[src/rtl/nlfsr_period_engine.sv]
// nlfsr_period_engine
// Runs a parametrised NLFSR from a one-hot MSB seed until the seed comes back
// and reports the measured cycle length. A full period (2^SIZE-1) is reported
// as found. A short cycle, watchdog expiry or out-of-range tap index is
// reported as failure. Tap indices and the feedback form are captured on start
// so the candidate generator can change its inputs while a test runs.
module nlfsr_period_engine #(
    parameter int SIZE        = 11,
    parameter int NUM_OF_TAPS = 6,
    parameter int CNT_W       = 36
) (
    input  logic                     clk,
    input  logic                     res,
    input  logic                     start,
    input  logic                     abort,
    input  logic                     mode,
    input  logic [NUM_OF_TAPS*8-1:0] co_buf,
    output logic                     busy,
    output logic                     done,
    output logic                     found,
    output logic                     failure,
    output logic                     taps_err,
    output logic [CNT_W-1:0]         cycle_len
);

    localparam logic [CNT_W-1:0] ONE      = CNT_W'(1);
    localparam logic [CNT_W-1:0] PERIOD   = (ONE << SIZE) - ONE;
    localparam logic [CNT_W-1:0] WATCHDOG = PERIOD + CNT_W'(4);
    localparam logic [SIZE-1:0]  INIT_VAL = {1'b1, {(SIZE-1){1'b0}}};

    typedef enum logic [1:0] {
        IDLE,
        RUN,
        DONE
    } state_t;

    state_t                   state;
    state_t                   state_d;
    logic [SIZE-1:0]          lfsr;
    logic [SIZE-1:0]          lfsr_d;
    logic [SIZE-1:0]          lfsr_next;
    logic [CNT_W-1:0]         step;
    logic [CNT_W-1:0]         step_d;
    logic [CNT_W-1:0]         step_inc;
    logic [NUM_OF_TAPS*8-1:0] taps_q;
    logic [NUM_OF_TAPS*8-1:0] taps_d;
    logic                     mode_q;
    logic                     mode_d;
    logic                     found_d;
    logic                     failure_d;
    logic                     taps_err_d;
    logic [CNT_W-1:0]         cycle_len_d;
    logic [NUM_OF_TAPS-1:0]   tap_bit;
    logic                     feedback;
    logic                     bad_index;

    assign busy      = (state == RUN);
    assign done      = (state == DONE);
    assign step_inc  = step + ONE;
    assign lfsr_next = {feedback, lfsr[SIZE-1:1]};

    // Tap decode: index 0 means a constant-zero tap, 1..SIZE-1 select a state bit
    always_comb begin
        tap_bit = '0;
        for (int j = 0; j < NUM_OF_TAPS; j++) begin
            for (int k = 1; k < SIZE; k++) begin
                if (taps_q[j*8 +: 8] == 8'(k)) begin
                    tap_bit[j] = lfsr[k];
                end
            end
        end
    end

    // Feedback: the AND term covers the first two taps (mode 0) or three (mode 1)
    always_comb begin
        feedback = lfsr[0];
        if (mode_q) begin
            feedback = feedback ^ (tap_bit[0] & tap_bit[1] & tap_bit[2]);
            for (int j = 3; j < NUM_OF_TAPS; j++) begin
                feedback = feedback ^ tap_bit[j];
            end
        end else begin
            feedback = feedback ^ (tap_bit[0] & tap_bit[1]);
            for (int j = 2; j < NUM_OF_TAPS; j++) begin
                feedback = feedback ^ tap_bit[j];
            end
        end
    end

    // Index range check on the incoming candidate, used at the moment of capture
    always_comb begin
        bad_index = 1'b0;
        for (int j = 0; j < NUM_OF_TAPS; j++) begin
            if ({24'd0, co_buf[j*8 +: 8]} >= 32'(SIZE)) begin
                bad_index = 1'b1;
            end
        end
    end

    // Next-state and next-result logic; abort overrides everything including start
    always_comb begin
        state_d     = state;
        lfsr_d      = lfsr;
        step_d      = step;
        taps_d      = taps_q;
        mode_d      = mode_q;
        found_d     = found;
        failure_d   = failure;
        taps_err_d  = taps_err;
        cycle_len_d = cycle_len;
        if (abort) begin
            state_d     = IDLE;
            found_d     = 1'b0;
            failure_d   = 1'b0;
            taps_err_d  = 1'b0;
            cycle_len_d = '0;
        end else begin
            case (state)
                IDLE, DONE: begin
                    if (start) begin
                        taps_d      = co_buf;
                        mode_d      = mode;
                        lfsr_d      = INIT_VAL;
                        step_d      = '0;
                        found_d     = 1'b0;
                        failure_d   = 1'b0;
                        taps_err_d  = 1'b0;
                        cycle_len_d = '0;
                        if (bad_index) begin
                            state_d    = DONE;
                            taps_err_d = 1'b1;
                            failure_d  = 1'b1;
                        end else begin
                            state_d = RUN;
                        end
                    end
                end
                RUN: begin
                    lfsr_d = lfsr_next;
                    step_d = step_inc;
                    if (lfsr_next == INIT_VAL) begin
                        cycle_len_d = step_inc;
                        state_d     = DONE;
                        if (step_inc == PERIOD) begin
                            found_d = 1'b1;
                        end else begin
                            failure_d = 1'b1;
                        end
                    end else if (step_inc == WATCHDOG) begin
                        failure_d   = 1'b1;
                        cycle_len_d = step_inc;
                        state_d     = DONE;
                    end
                end
                default: begin
                    state_d = IDLE;
                end
            endcase
        end
    end

    // State, shift register, counter and result registers
    always_ff @(posedge clk or posedge res) begin
        if (res) begin
            state     <= IDLE;
            lfsr      <= INIT_VAL;
            step      <= '0;
            taps_q    <= '0;
            mode_q    <= 1'b0;
            found     <= 1'b0;
            failure   <= 1'b0;
            taps_err  <= 1'b0;
            cycle_len <= '0;
        end else begin
            state     <= state_d;
            lfsr      <= lfsr_d;
            step      <= step_d;
            taps_q    <= taps_d;
            mode_q    <= mode_d;
            found     <= found_d;
            failure   <= failure_d;
            taps_err  <= taps_err_d;
            cycle_len <= cycle_len_d;
        end
    end

endmodule

[config.mk]
export PLATFORM = sky130hd
export DESIGN_NAME = nlfsr_period_engine
export DESIGN_NICKNAME = d
export VERILOG_FILES = /design/src/rtl/nlfsr_period_engine.sv
export SDC_FILE = /design/constraint.sdc
export NUM_CORES = 1
export LEC_CHECK = 0
export BUFFER_PORTS_ARGS = -buffer_cell sky130_fd_sc_hd__buf_2
export CAP_MARGIN = 20
export CORE_MARGIN = 3
export CORE_UTILIZATION = 40
export DETAILED_ROUTE_END_ITERATION = 12
export PLACE_DENSITY = 0.67
export SYNTH_ARGS = -nofsm -noshare
export SYNTH_HDL_FRONTEND = slang
export SYNTH_SLANG_ARGS = --single-unit
[constraint.sdc]
create_clock -name clk -period 4.7 [get_ports clk]
set_input_delay 0.47 -clock clk [delete_from_list [all_inputs] [get_ports clk]]
set_output_delay 0.47 -clock clk [all_outputs]
set_load 0.01 [all_outputs]
* Word-level counts from Yosys, hierarchy flattened
Index checks and enable logic that the tools add are counted.
Storage, ports and cells: bits in latches 0, input port bits 53, memories kept 0, word-level logic and storage cells 207, output and inout port bits 41, bits in read-only memories 0, bits in registers 137, RAM bits 0
Cells by class: equal/unequal tests 71, $lt $le $gt $ge 6, shift-type cells 0, multiplexer cells 95, add/subtract/negate cells 1, divide/modulo/power cells 0, multipliers 0, reductions and logical operators 13, bitwise logic cells 12
Operator list (number):
- == test 8 x 3 -> 1 bit, second input constant | 24
- == test 8 x 4 -> 1 bit, second input constant | 18
- 2-to-1 mux 36 bit | 4
- case mux 36 bit (2 select lines) | 2
- == test 8 x 2 -> 1 bit, second input constant | 12
- 2-to-1 mux 1 bit | 79
- == test 8 x 1 -> 1 bit, second input constant | 6
- >= comparator 8 x 4 -> 1 bit, second input constant | 6
- adder 36 x 1 -> 36 bit, second input constant | 1
- == test 36 x 11 -> 1 bit, second input constant | 1
- == test 36 x 12 -> 1 bit, second input constant | 1
- case mux 11 bit (2 select lines) | 1
- == test 11 bit, second input constant | 1
- 2-to-1 mux 11 bit | 1
- 2-to-1 mux 2 bit | 5
- AND reduction 3 bit | 3
- bitwise XOR 1 bit | 9
- AND reduction 4 bit | 2
- != test 3 x 2 -> 1 bit, second input constant | 2
- nonzero test 2 bit | 3
- != test 4 x 2 -> 1 bit, second input constant | 1
- != test 4 bit, second input constant | 1
- case mux 1 bit (2 select lines) | 2
- case mux 2 bit (2 select lines) | 1
- 10 further kinds | 12

* Depth between registers and ports, before layout
depth after elaboration 22, depth in mapped cells 15, mapped depth without buffers 11

* Worst setup path after synthesis
Ideal clock, no wire load.
path kind register to register, from register step[0], to register cycle_len[0], buffers on the path 3, library setup time 125 ps, required time 4575 ps, period minus slack after synthesis 3208 ps, slack 1492 ps, arrival 3083 ps, stages on the path, launching flop included 15, cell sequence dfrtp_1 ha_1 nand3_1 nor2_1 and4_1 buf_6 xnor2_1 o21ai_0 nor4_1 nand4_1 o22a_1 o21a_1 buf_6 buf_6 mux2_4
Between the ends: longest elaborated chain between the ends 5, elaborated cells between the ends (all ways) 8, those cells by class add/sub: 1; eq/ne: 2; mux: 4; reduce/logical: 1
Ends and longest elaborated chain:
- start, declared | line 42 | logic [CNT_W-1:0] step;
- start signal, assigned | line 177 | step <= step_d;
- adder 36 x 1 -> 36 bit * | line 59 | assign step_inc = step + ONE;
- branches (longest 4 deep; another with == test 36 x 12 -> 1 bit)
- end signal, assigned | line 183 | cycle_len <= cycle_len_d;
- end, declared | line 23 | output logic [CNT_W-1:0] cycle_len
Mark *: on every way between the ends. The select of a mux whose other input is x is not followed. A chain may end at the register's enable or synchronous reset.

* Worst setup path in the final report
from register step[0], to register cycle_len[34]
Same word-level chain as after synthesis.

==> results.toml <==
[floorplan]
core.rowCount = 50
dieWidth_um = 146
floorplan.die.height_um = 146
effective_utilization_at_floorplan_pct = 41.2
floorplan.core_area_um2 = 18900
die_area_um2 = 21200
ios = 94

[critical_path]
crit_arrival_ns = 4.22
worst_r2r_startpoint = "step[0]$_DFFE_PP0P_"
critPathKind = "flop to flop"
worst_setup_path_startpoint = "step[0]$_DFFE_PP0P_"
crit_required_ns = 5.00
start_kind = "flop"
critPathMaxFanout = 23
critical_path.endpoint_type = "flop"

[clock_network]
clock_tree.htree_level_count = 4
cts_sinks = 137
cts-root-to-sink-buffers = 2
clk_root_buffer_cell = "clkbuf_16"
postCtsHoldBufs = 0
clk_transition_reported_paths_ns = 0.06
worstSkewPairLatency_ns = 0.42
cts_resized = 0
tritoncts = "built"
cts_inserted_buffers = 17
post_cts_buffers = 0

[logic_synthesis]
synthesis.nets = 922
synth.top_cells.by_area = "dfrtp_1, nand2_1, mux2_4"
post_synth_inst_count = 867
synthXorXnorAreaFrac_pct = 5.01
avgSynthCellArea_um2 = 8.98
yosysUniqueCellTypes = 67
ys.flop_type = "dfrtp_1"
fraction_of_synthesized_area_in_multiplexers_pct = 7.67
synthDominantCellAreaShare_pct = 43.7
number_of_enable_flip_flop_cells_after_synthesis = 0
postSynthRegisterBits = 137
synth-compound-area-share_pct = 14.2
mappedNetlistArea_um2 = 7780
post_synth_fa_ha_maj_area_fraction_pct = 0.321
synth_top_family_by_area = "simple AND/OR/NAND/NOR gates"
async_reset_ff_share_pct = 100
synth.yosys.seq_area_share_pct = 44.1
yosysWarnings = 0
simple_logic_cell_fraction_of_the_synthesized_area_pct = 23.3
synth_area_leader_cell = "dfrtp_1"

[placed_design]
io_buffer_count = 93
routabilityCongestion = 0.876
post_detailed_placement_half_perimeter_wirelength_um = 12800
place_area_um2 = 8330
post-place-ws_ns = 0.897

[layout]
final.fill_count = 1823
final_nets = 974
area.sequential_um2 = 3430
postLayoutCellArea_um2 = 8980
highest_count_cells_in_the_layout_ignoring_fill_and_taps = "nand2_1, dfrtp_1, buf_2"
final_core_util_pct = 47.5
post_route_cells_drive_above_1_share_pct = 20.5
multi_input_area_um2 = 3950
diodes = 0
flow.area_growth_from_synthesis_pct = 15.3
final_common_cell = "nand2_1"

[global_routing]
grt_use_met1_pct = 26.0
grt_antenna_before_repair = 0
track_usage_pct = 18.1
grt_remaining_overflow = 0
gr-usage-met3_pct = 4.30
grt_pass1_wl_um = 31800
groute.layer.met2.usage_pct = 27.8
pin_count_of_the_biggest_net_entering_global_routing = 108
grt_pass1_vias = 6200
top_usage_layer = "met2"

[sta]
unrepaired_setup_endpoints_after_global_routing = "no"
timing.final.hold_violations = 0
timing.fmax_ghz = 0.256
fin_ws_ns = 0.788
timing.final.crit_period_ns = 3.91
final.setup.tns_ns = 0
worst_slew_margin_relative_to_its_limit_pct = 33.3
finalMaxSlewViolations = 0
skew_ns = 0.00580
timing.final.crit_share_pct = 83.2
finalHoldWorstSlack_ns = 0.243
worst-slew-pin-transition_ns = 1.00
setup_violations = 0

[min_path]
hold_class = "primary input to asynchronous set/reset pin"

[detailed_routing]
detail_route.first_pass.iterations = 5
detailroute.via_count = 6381
route.final.wire_length_um = 18900
antenna_left = 0
drc = 0
drt_iter0_markers = 606
wire_per_inst_um = 15.9
drt-vias-per-instance = 5.35

[run]
drv_cap = 0

[pwr]
vdd.ir_drop.worst_mv = 0.261
total_leakage_power_nw = 4.17
p_per_area_nw_per_um2 = 336

[status]
outcome = "finished, final reports clean"
metal layers:
metal  part of all wire (%)  wire, um
met2                     46      8670
met5                      0         0
met4                    1.3       238
met1                     48      9000
met3                    5.4      1010
synthesized netlist by cell type, types with 9 or more instances:
cell,instances
nand2_1,173
dfrtp_1,136
nor2_1,75
o21ai_0,54
clkbuf_1,48
mux2_4,29
xnor2_1,28
a21oi_1,24
nand3_1,24
inv_1,18
nor4_1,18
a21o_1,16
nand4_1,16
o31ai_1,14
xor2_1,14
nor3_1,13
nand2b_1,12
a22o_1,10
and3_1,10
a31oi_1,9
buf_2,9
buf_6,9
nor2b_1,9
report_power, final:
part	switching (mW)	leakage (nW)	internal, mW
registers	0.0633	1.83	1.23
clock network	0.545	0.311	0.946
logic	0.132	2.03	0.0986
state kept, by name (all words and copies together) (netlist names):
register   flops
cycle_len     36
found          1
step          36
mode_q         1
taps_err       1
lfsr          11
state          2
taps_q        48
failure        1
critical path: stages (launching register included):
cell and delay [ns]:
dfrtp_1 0.46, ha_1 0.31, nand3_1 0.24, nor4_2 0.59, nand3_1 0.20, a211oi_1 0.32
o221ai_1 0.15, nor4_1 0.27, nand4_1 0.19, o22a_1 0.24, o21a_2 0.21, buf_4 0.26
mux2_4 0.34
cell families (layout without fill, tap and decap cells):
| kind of cell | after synthesis | count (layout) |
|---|---|---|
| fa+ha+maj | 2 | 2 |
| xor+xnor | 43 | 43 |
| buf+inv | 89 | 154 |
| mux | 43 | 43 |
| simple gates | 384 | 384 |
| flops | 137 | 137 |
| compound gates | 169 | 169 |
through the flow:
| stage | cells | total power [mW] |
|---|---|---|
| after floorplan | 867 | 1.47 |
| after global placement | 1160 | 1.55 |
| after detailed placement | 1160 | 1.55 |
| after CTS | 1192 | 3.04 |
| after global routing | 1192 | 3.13 |
| final | 1192 | 3.02 |
final timing paths:
check                                                 end  cells past startpoint  slack (ns)
worst min register to register     taps_q[47]$_DFFE_PP0P_                      2        0.48
worst max-delay path            cycle_len[34]$_DFFE_PP0P_                     12        0.79
min in group clk                   taps_q[14]$_DFFE_PP0P_                      3        0.25
worst max register to register  cycle_len[34]$_DFFE_PP0P_                     12        0.79
max in group asynchronous            step[14]$_DFFE_PP0P_                      3        3.40
worst min-delay path               taps_q[31]$_DFFE_PP0P_                      2        0.24
final cells by class:
type,instances,area share [%]
Inverter,18,0.808
Timing Repair Buffer,104,6.10
Sequential cell,137,38.2
Clock inverter,14,2.48
Multi-Input combinational cell,641,44.0
Tap cell,260,3.62
Clock buffer,18,4.78
(Power assumes the default switching activity.)
